**config.mk**
```make
export PLATFORM = sky130hd
export DESIGN_NAME = cache_ctrl_2way_wb
export DESIGN_NICKNAME = d
export VERILOG_FILES = /design/src/rtl/cache_pkg.sv /design/src/rtl/cache_data_ram.sv /design/src/rtl/cache_ctrl_2way_wb.sv
export SDC_FILE = /design/constraint.sdc
export NUM_CORES = 1
export LEC_CHECK = 0
export CAP_MARGIN = 20
export CORE_MARGIN = 1.5
export CORE_UTILIZATION = 65
export CTS_CLUSTER_SIZE = 20
export DETAILED_ROUTE_END_ITERATION = 12
export GPL_ROUTABILITY_DRIVEN = 0
export PLACE_DENSITY = 0.94
export SYNTH_ARGS = -nofsm -noshare
export SYNTH_HDL_FRONTEND = slang
export SYNTH_HIERARCHICAL = 1
export SYNTH_SLANG_ARGS = --single-unit
```
**constraint.sdc**
```tcl
create_clock -name clk -period 6.2 [get_ports clk]
set_clock_uncertainty 0.2 [all_clocks]
set_input_delay 1.55 -clock clk [delete_from_list [all_inputs] [get_ports clk]]
set_output_delay 1.55 -clock clk [all_outputs]
set_load 0.05 [all_outputs]
```
**src/rtl/cache_pkg.sv**
```systemverilog
// Shared constants and types for the 2-way write-back cache controller:
// address field geometry, FSM state encoding and a byte-lane helper.
package cache_pkg;

    localparam int ADDR_W    = 10;
    localparam int DATA_W    = 32;
    localparam int SETS      = 2;
    localparam int BLK_WORDS = 4;
    localparam int CNT_W     = 16;

    localparam int LANES  = DATA_W / 8;
    localparam int WORD_W = $clog2(BLK_WORDS);
    localparam int IDX_W  = $clog2(SETS);
    localparam int OFF_W  = WORD_W + 2;
    localparam int TAG_W  = ADDR_W - IDX_W - OFF_W;

    // Field positions within a byte address: {tag, index, word, byte}
    localparam int WORD_LSB = 2;
    localparam int IDX_LSB  = OFF_W;
    localparam int TAG_LSB  = OFF_W + IDX_W;

    typedef enum logic [1:0] {
        IDLE      = 2'd0,
        COMPARE   = 2'd1,
        WRITEBACK = 2'd2,
        ALLOCATE  = 2'd3
    } state_t;

    function automatic logic [LANES-1:0] byte_en(input logic [1:0] lane);
        logic [LANES-1:0] be;
        be       = '0;
        be[lane] = 1'b1;
        return be;
    endfunction

endpackage

```
**src/rtl/cache_data_ram.sv**
```systemverilog
// Data array for both ways: per-byte write enable on one write port and two
// combinational read ports (CPU word and write-back beat).
module cache_data_ram
    import cache_pkg::*;
(
    input  logic              clk,
    input  logic              we,
    input  logic              way_w,
    input  logic [IDX_W-1:0]  set_w,
    input  logic [WORD_W-1:0] word_w,
    input  logic [LANES-1:0]  be,
    input  logic [DATA_W-1:0] wdata,
    input  logic              way_a,
    input  logic [IDX_W-1:0]  set_a,
    input  logic [WORD_W-1:0] word_a,
    output logic [DATA_W-1:0] rdata_a,
    input  logic              way_b,
    input  logic [IDX_W-1:0]  set_b,
    input  logic [WORD_W-1:0] word_b,
    output logic [DATA_W-1:0] rdata_b
);

    logic [DATA_W-1:0] mem [2][SETS][BLK_WORDS];

    always_ff @(posedge clk) begin
        for (int b = 0; b < LANES; b++) begin
            if (we && be[b]) begin
                mem[way_w][set_w][word_w][8*b +: 8] <= wdata[8*b +: 8];
            end
        end
    end

    assign rdata_a = mem[way_a][set_a][word_a];
    assign rdata_b = mem[way_b][set_b][word_b];

endmodule

```
**src/rtl/cache_ctrl_2way_wb.sv**
```systemverilog
// 2-way set-associative write-back LRU cache controller: hit compare, dirty
// victim write-back and 4-beat refill. Define CACHE_STATS_EN for hit/miss/wb counters.
module cache_ctrl_2way_wb
    import cache_pkg::*;
(
    input  logic              clk,
    input  logic              rst_n,
    input  logic              cpu_req,
    input  logic              cpu_rw,
    input  logic [ADDR_W-1:0] cpu_addr,
    input  logic [7:0]        cpu_wdata,
    output logic [DATA_W-1:0] cpu_rdata,
    output logic              cpu_ready,
    output logic              hit_miss,
    output logic              mem_req,
    output logic              mem_rw,
    output logic [ADDR_W-1:0] mem_addr,
    output logic [DATA_W-1:0] mem_wdata,
    input  logic [DATA_W-1:0] mem_rdata,
`ifdef CACHE_STATS_EN
    output logic [CNT_W-1:0]  hit_cnt,
    output logic [CNT_W-1:0]  miss_cnt,
    output logic [CNT_W-1:0]  wb_cnt,
`endif
    input  logic              mem_ack
);

    state_t              state;
    logic                req_rw;
    logic [ADDR_W-1:0]   req_addr;
    logic [7:0]          req_wdata;
    logic [TAG_W-1:0]    tag   [SETS][2];
    logic [1:0]          valid [SETS];
    logic [1:0]          dirty [SETS];
    logic [SETS-1:0]     lru;
    logic [WORD_W-1:0]   cnt;
    logic                victim;
    logic                miss_flag;

    logic [TAG_W-1:0]    req_tag;
    logic [IDX_W-1:0]    req_idx;
    logic [WORD_W-1:0]   req_word;
    logic                hit0, hit1, hit, hit_way;
    logic                victim_sel, victim_dirty, last_beat;

    logic                ram_we, ram_way;
    logic [WORD_W-1:0]   ram_word;
    logic [LANES-1:0]    ram_be;
    logic [DATA_W-1:0]   ram_wdata, rdata_a, rdata_b;

    assign req_tag  = req_addr[TAG_LSB +: TAG_W];
    assign req_idx  = req_addr[IDX_LSB +: IDX_W];
    assign req_word = req_addr[WORD_LSB +: WORD_W];

    assign hit0    = valid[req_idx][0] && (tag[req_idx][0] == req_tag);
    assign hit1    = valid[req_idx][1] && (tag[req_idx][1] == req_tag);
    assign hit     = hit0 || hit1;
    assign hit_way = hit1;

    // Fill an empty way first (way0 preferred) before evicting the LRU way
    assign victim_sel   = !valid[req_idx][0] ? 1'b0 :
                          !valid[req_idx][1] ? 1'b1 : lru[req_idx];
    assign victim_dirty = valid[req_idx][victim_sel] && dirty[req_idx][victim_sel];
    assign last_beat    = (cnt == WORD_W'(BLK_WORDS - 1));

    always_comb begin
        ram_we    = 1'b0;
        ram_way   = hit_way;
        ram_word  = req_word;
        ram_be    = byte_en(req_addr[1:0]);
        ram_wdata = {LANES{req_wdata}};
        if (state == COMPARE && hit && req_rw) begin
            ram_we = 1'b1;
        end else if (state == ALLOCATE && mem_req && mem_ack) begin
            ram_we    = 1'b1;
            ram_way   = victim;
            ram_word  = cnt;
            ram_be    = '1;
            ram_wdata = mem_rdata;
        end
    end

    // Port b follows the victim that COMPARE is about to latch, so beat 0 data is ready on entry
    cache_data_ram u_ram (
        .clk     (clk),
        .we      (ram_we),
        .way_w   (ram_way),
        .set_w   (req_idx),
        .word_w  (ram_word),
        .be      (ram_be),
        .wdata   (ram_wdata),
        .way_a   (hit_way),
        .set_a   (req_idx),
        .word_a  (req_word),
        .rdata_a (rdata_a),
        .way_b   ((state == COMPARE) ? victim_sel : victim),
        .set_b   (req_idx),
        .word_b  (cnt),
        .rdata_b (rdata_b)
    );

    always_ff @(posedge clk or negedge rst_n) begin
        if (!rst_n) begin
            state     <= IDLE;
            req_rw    <= 1'b0;
            req_addr  <= '0;
            req_wdata <= '0;
            lru       <= '0;
            cnt       <= '0;
            victim    <= 1'b0;
            miss_flag <= 1'b0;
            cpu_rdata <= '0;
            cpu_ready <= 1'b0;
            hit_miss  <= 1'b0;
            mem_req   <= 1'b0;
            mem_rw    <= 1'b0;
            mem_addr  <= '0;
            mem_wdata <= '0;
            for (int s = 0; s < SETS; s++) begin
                valid[s]  <= '0;
                dirty[s]  <= '0;
                tag[s][0] <= '0;
                tag[s][1] <= '0;
            end
        end else begin
            cpu_ready <= 1'b0;
            hit_miss  <= 1'b0;
            case (state)
                IDLE: begin
                    if (cpu_req) begin
                        req_rw    <= cpu_rw;
                        req_addr  <= cpu_addr;
                        req_wdata <= cpu_wdata;
                        state     <= COMPARE;
                    end
                end
                COMPARE: begin
                    if (hit) begin
                        cpu_ready    <= 1'b1;
                        hit_miss     <= !miss_flag;
                        cpu_rdata    <= rdata_a;
                        lru[req_idx] <= !hit_way;
                        if (req_rw) begin
                            dirty[req_idx][hit_way] <= 1'b1;
                        end
                        miss_flag <= 1'b0;
                        state     <= IDLE;
                    end else begin
                        miss_flag <= 1'b1;
                        victim    <= victim_sel;
                        cnt       <= '0;
                        mem_req   <= 1'b1;
                        if (victim_dirty) begin
                            mem_rw    <= 1'b1;
                            mem_addr  <= {tag[req_idx][victim_sel], req_idx, WORD_W'(0), 2'b00};
                            mem_wdata <= rdata_b;
                            state     <= WRITEBACK;
                        end else begin
                            mem_rw   <= 1'b0;
                            mem_addr <= {req_tag, req_idx, WORD_W'(0), 2'b00};
                            state    <= ALLOCATE;
                        end
                    end
                end
                // A low mem_req here is the one idle cycle after an ack; re-raise for the next beat
                WRITEBACK: begin
                    if (!mem_req) begin
                        mem_req   <= 1'b1;
                        mem_rw    <= 1'b1;
                        mem_addr  <= {tag[req_idx][victim], req_idx, cnt, 2'b00};
                        mem_wdata <= rdata_b;
                    end else if (mem_ack) begin
                        mem_req <= 1'b0;
                        cnt     <= cnt + 1'b1;
                        if (last_beat) begin
                            dirty[req_idx][victim] <= 1'b0;
                            mem_rw                 <= 1'b0;
                            state                  <= ALLOCATE;
                        end
                    end
                end
                ALLOCATE: begin
                    if (!mem_req) begin
                        mem_req  <= 1'b1;
                        mem_rw   <= 1'b0;
                        mem_addr <= {req_tag, req_idx, cnt, 2'b00};
                    end else if (mem_ack) begin
                        mem_req <= 1'b0;
                        cnt     <= cnt + 1'b1;
                        if (last_beat) begin
                            valid[req_idx][victim] <= 1'b1;
                            dirty[req_idx][victim] <= 1'b0;
                            tag[req_idx][victim]   <= req_tag;
                            state                  <= COMPARE;
                        end
                    end
                end
                default: state <= IDLE;
            endcase
        end
    end

`ifdef CACHE_STATS_EN
    always_ff @(posedge clk or negedge rst_n) begin
        if (!rst_n) begin
            hit_cnt  <= '0;
            miss_cnt <= '0;
            wb_cnt   <= '0;
        end else begin
            if (cpu_ready && hit_miss && hit_cnt != '1) begin
                hit_cnt <= hit_cnt + 1'b1;
            end
            if (cpu_ready && !hit_miss && miss_cnt != '1) begin
                miss_cnt <= miss_cnt + 1'b1;
            end
            if (state == COMPARE && !hit && victim_dirty && wb_cnt != '1) begin
                wb_cnt <= wb_cnt + 1'b1;
            end
        end
    end
`endif

endmodule
```
==> run summary, run 1 <==
CTS clock-pin slew for the worst setup and hold paths: 60 ps
Die W: 216 um
post-route ant nets: 0
worst hold slack: 277 ps
Synth Area in XOR/XNOR: 0.00297
pin count of the biggest net entering global routing: 181
Crit path arrival time: 5420 ps
mean post-synth cell area: 18.3 sq um
initial DRC count: 3720
CP Capture Type: flip-flop
largest cells by area after synthesis: edfxtp_1, mux4_2, dfrtp_1
clock tree buffer depth: 3
First-pass DRT Iterations: 8
Die Y: 216 um
CTS Buf Count: 61
num rows: 77
Top FF cell, synth: edfxtp_1
Synth Area in Compound Gates: 0.0467
DRC: 0
Die Footprint: 46600 sq um
CORE AREA: 44500 sq um
clock root buffer: clkbuf_16
Tmin final: 5330 ps
Max Freq: 0.187 GHz
# IOs: 133
Post-synth EDFFs: 512
Worst-Margin Slew: 1250 ps
RSZ-0062 raised after global routing: false
Max Cap Viol: 0
total gr overflow: 0
ys async rst share: 0.204
post-synthesis mux area share: 0.262
register area: 18700 sq um
vias in the first global route: 19000
first-pass GRT wire length: 131 mm
setup tns final: 0 ps
Clock Latency Late Sink: 670 ps
Synth top area share: 0.521
Req. time, crit path: 6280 ps
wire length per cell: 37.9 um
P per Cell Area: 535 nW/um^2
post-synthesis sequential area ratio: 0.633
Yosys reg bits: 643
post-synthesis adder-cell area fraction: 0.00255
WS Path Type: flip-flop to flip-flop
status: finished clean
postcts setup bufs: 0
Critical Path Source Type: flip-flop
fin. max-slew vios: 0
final setup vio count: 0
fin crit share: 0.860
Gate Count Post-Synth: 1611
GRT Total Usage: 0.391
post-cts sizing count: 0
Area Overhead vs Synth: 13.7%
Starting Density: 0.662
total wire length: 89.1 mm
Clock Sink Count: 643
nets: 1767
Warnings, synthesis: 6
CTS Hold Bufs: 0
initial antenna violation count: 5
leakage: 11.2 nW
H-Tree Level Count: 2
Multi-input gate area: 10200 sq um
synth unique cells: 58
layout cells sized above 1: 0.311
dpl hpwl: 52.0 mm
Max Fanout on Critical Path: 39
slew margin rel.: 0.164
Port Buf Inserts: 130
Final Hold Vio Count: 0
Vias: 18900
Avg Vias per Cell: 8.02
area leader, netlist: edfxtp_1
Fillers: 2230
largest family of logic cells by synthesized area: multiplexers
CTS tree: done
Worst VDD drop: 0.528 mV
Cell Area, Synth: 29500 sq um
Synth Area in Simple Gates: 0.0303
HP Class: flip-flop to flip-flop
## critical path, cell delays in order, from the launching register on
cell and delay, ps:
dfrtp_4 670, mux2i_4 330, xnor2_1 110, a2111oi_2 620, a32o_2 320, a21o_4 510, mux2_2 490, nand3b_1 720
nor2_1 960
## Yosys cell counts (8+ instances only)
library cell	number
a21oi_1	9
mux2i_1	16
edfxtp_1	512
buf_4	26
buf_1	22
xnor2_1	8
nand2_1	86
mux2_4	10
inv_1	18
nor2b_1	9
nor2_1	78
dfrtp_1	131
clkbuf_1	47
buf_2	18
nand3_1	9
mux2_2	135
o21ai_0	13
a22oi_1	129
mux4_2	259
## final timing paths
check,end,start,slack (ps),cells after the start
worst max-delay path,u_ram/mem[0][60],req_addr[4],870,8
worst min-delay path,valid[2],valid[2],280,1
worst max register to register,u_ram/mem[0][60],req_addr[4],870,8
worst min register to register,valid[2],valid[2],280,1
max in group asynchronous,cpu_rdata[13],rst_n,3900,2
min in group asynchronous,tag[5],rst_n,850,1
## power breakdown
group          total (mW)  switching [mW]  internal [mW]
sequential           6.23           0.526           5.71
combinational        7.49            4.68           2.80
clock                4.21            1.70           2.51
## cell usage in the layout (no fill, tap or decap), drive strengths merged, types with 3 or more instances in the layout
cell | synthesis | layout
nor2b | 9 | 9
edfxtp | 512 | 512
nor2 | 78 | 78
o211ai | 3 | 3
o21ai | 14 | 14
dfrtp | 131 | 131
or2 | 4 | 4
a211oi | 4 | 4
a22oi | 129 | 129
xnor2 | 8 | 8
and2 | 5 | 5
clkdlybuf4s50 | 0 | 129
nor3 | 4 | 4
nand2 | 86 | 86
clkinv | 0 | 22
mux2i | 18 | 18
nand3b | 5 | 5
mux4 | 259 | 259
a21oi | 9 | 9
clkbuf | 47 | 77
bufinv | 0 | 14
mux2 | 146 | 146
ha | 6 | 6
inv | 18 | 19
nand3 | 9 | 9
a221o | 3 | 3
buf | 72 | 21
## final cells by class
type | instances | area share
clock buffer | 77 | 0.0500
multi-input combinational | 832 | 0.304
timing repair buffer | 150 | 0.0470
clock inverter | 39 | 0.0179
sequential | 643 | 0.556
antenna | 2 | 0.000149
tap | 592 | 0.0221
inverter | 18 | 0.00201
## logic make-up after synthesis
group	after synthesis
flip-flops	643
adder cells (fa/ha/maj)	6
other	1
buffers and inverters	137
AO/OA/AOI/OAI	184
AND/OR/NAND/NOR	207
multiplexers	423
XOR/XNOR	10
## per-stage QoR
stage	cell area, sq um	power [mW]	setup WS [ps]	utilization	cells
after floorplan	29500	10.9	2180	-	1612
after global placement	31200	12.9	1280	0.700	2232
after detailed placement	31200	13.3	1080	0.700	2232
after CTS	33400	17.6	1050	0.751	2348
after global routing	33500	18.3	770	0.753	2352
final	33500	17.9	866	0.753	2353
## state kept, by name, summed over array words and instances (netlist names), 2 cells and up
name	count
tag	20
req_wdata	8
u_ram/mem	512
mem_wdata	32
valid	4
dirty	4
cnt	2
req_addr	10
mem_addr	8
lru	2
state	2
cpu_rdata	32
## layer usage
metal	wire, um	GRT usage
met5	67	0
met2	41700	0.607
met1	27700	0.509
met4	5870	0.195
met3	13800	0.118
Power figures use the tool's default switching activity.
==> inputs of run 2 (changes only) <==
Settings changed: CORE_UTILIZATION 65 to 55, PLACE_DENSITY 0.94 to 0.85, SLEW_MARGIN set to 20.
Clock period 6.2 ns to 4.4 ns, I/O delays scaled along.
==> run summary, run 2 (same netlist as run 1, synthesis figures left out) <==
status: finished with violations
failing checks: DRC
WS Path Type: flip-flop to flip-flop
layout cells sized above 1: 0.338
total gr overflow: 0
Tmin final: 4230 ps
critical path, cell by cell: mux2i_4 > xnor2_1 > a2111oi_2 > a32o_2 > a21o_4 > mux2_2 > nand3b_1 > buf_4 > nor2_1
most frequent cells in the layout: edfxtp_1, mux4_2, mux2_2
Avg Vias per Cell: 6.99
CP top delay family: simple AND/OR/NAND/NOR gates
Top Layer Used: met5
hold_sp: miss_flag
Max Fanout on Critical Path: 24
Die W: 235 um
Routed met3 length: 9.48 mm
Critical Path Source Type: flip-flop
Worst-Margin Slew: 1260 ps
wire length per cell: 30.7 um
RR Startpoint: req_addr[4]
first-pass GRT wire length: 115 mm
Crit path arrival time: 4260 ps
Die Y: 235 um
H-Tree Level Count: 3
final worst slack: 168 ps
Core Util, Final: 0.647
Area Overhead vs Synth: 15.8%
RSZ-0062 raised after global routing: false
slew margin rel.: 0.160
Vias: 17700
clock root buffer: clkbuf_16
fin crit share: 0.962
CP Capture Type: flip-flop
critical path launch point: req_addr[4]
Die Footprint: 55000 sq um
n_diodes: 0
num rows: 84
DRC: 4
CTS Hold Bufs: 0
initial DRC count: 2238
Biggest register: u_ram/mem
pre-CTS WS: 218 ps
total power draw: 24.4 mW
Req. time, crit path: 4430 ps
Crit path buffers/inverters: 1
leakage: 11.5 nW
WL met2: 37.6 mm
fin. max-slew vios: 0
met1 wire length: 27.3 mm
Port Buf Inserts: 130
pin count of the biggest net entering global routing: 92
initial antenna violation count: 2
max reg flops: 512
total wire length: 77.9 mm
final setup vio count: 0
setup tns final: 0 ps
nets: 1854
Max Freq: 0.236 GHz
vias in the first global route: 18200
Final Hold Vio Count: 0
slowest CP cell: nor2_1
# IOs: 133
HP Class: flip-flop to flip-flop
critical path's largest stage delay: 660 ps
CTS tree: done
CTS Buf Count: 67
GRT Total Usage: 0.290
Starting Density: 0.559
First-pass DRT Iterations: 13
CTS clock-pin slew for the worst setup and hold paths: 60 ps
Worst VDD drop: 0.569 mV
post-route ant nets: 0
commonest non-fill, non-tap cell in the layout: edfxtp_1
Clock Sink Count: 643
P per Cell Area: 714 nW/um^2
Clock Latency Late Sink: 610 ps
clock tree buffer depth: 3
largest registers: u_ram/mem x512, cpu_rdata x32, mem_wdata x32
CORE AREA: 52800 sq um
Max Cap Viol: 0
dpl hpwl: 48.4 mm
run 2: cell types whose count changed in the layout (fill, tap and decap cells not counted), moves of 3 or more:
cell / delta
clkinv_2: -3
clkbuf_8: -7
bufinv_16: -6
buf_4: +84
clkbuf_16: +7
clkbuf_1: +11
run 2: area by class of cell:
type                            instances  area, sq um
Clock inverter                         33          405
Inverter                               18         67.6
Sequential cell                       643        18700
Multi-Input combinational cell        832        10200
Fill cell                            3395        18600
Tap cell                              688          861
Timing Repair Buffer                  231         2130
Clock buffer                           88         1800
run 2: timing repair:
| action | in CTS | in global routing |
|---|---|---|
| endpoints found under the setup margin | 0 | 8 |
| resized for setup | 0 | 1 |
| buffers inserted | 0 | 0 |
run 2: final timing paths:
| check | endpoint | slack (ps) | depth (start not counted) |
|---|---|---|---|
| worst min-delay path | hit_miss | 250 | 1 |
| worst max-delay path | u_ram/mem[1][95] | 170 | 9 |
| worst min register to register | hit_miss | 250 | 1 |
| max in group asynchronous | cpu_rdata[13] | 2610 | 2 |
| worst max register to register | u_ram/mem[1][95] | 170 | 9 |
| min in group asynchronous | mem_wdata[23] | 420 | 1 |
run 2: routing by layer:
layer	global-route usage	vias to the layer above
met5	0	-
met4	0.123	2
met3	0.0828	244
met2	0.455	1318
met1	0.382	9134
li1	-	7007
run 2: stage by stage:
| step | instance area (sq um) | hold WS, ps | std cells |
|---|---|---|---|
| 2_1_floorplan | 29500 | 209 | 1612 |
| 3_3_place_gp | 31900 | 239 | 2411 |
| 3_5_place_dp | 31900 | 240 | 2412 |
| 4_1_cts | 34100 | 245 | 2533 |
| 5_1_grt | 34100 | 268 | 2533 |
| 6_report | 34100 | 249 | 2533 |
run 2: power breakdown:
group	total, mW	switching (mW)	leakage (nW)	internal, mW
logic	9.87	5.87	4.26	4.00
registers	8.73	0.694	6.22	8.04
clock network	5.76	2.38	1.07	3.38
total	24.4	8.95	11.5	15.4
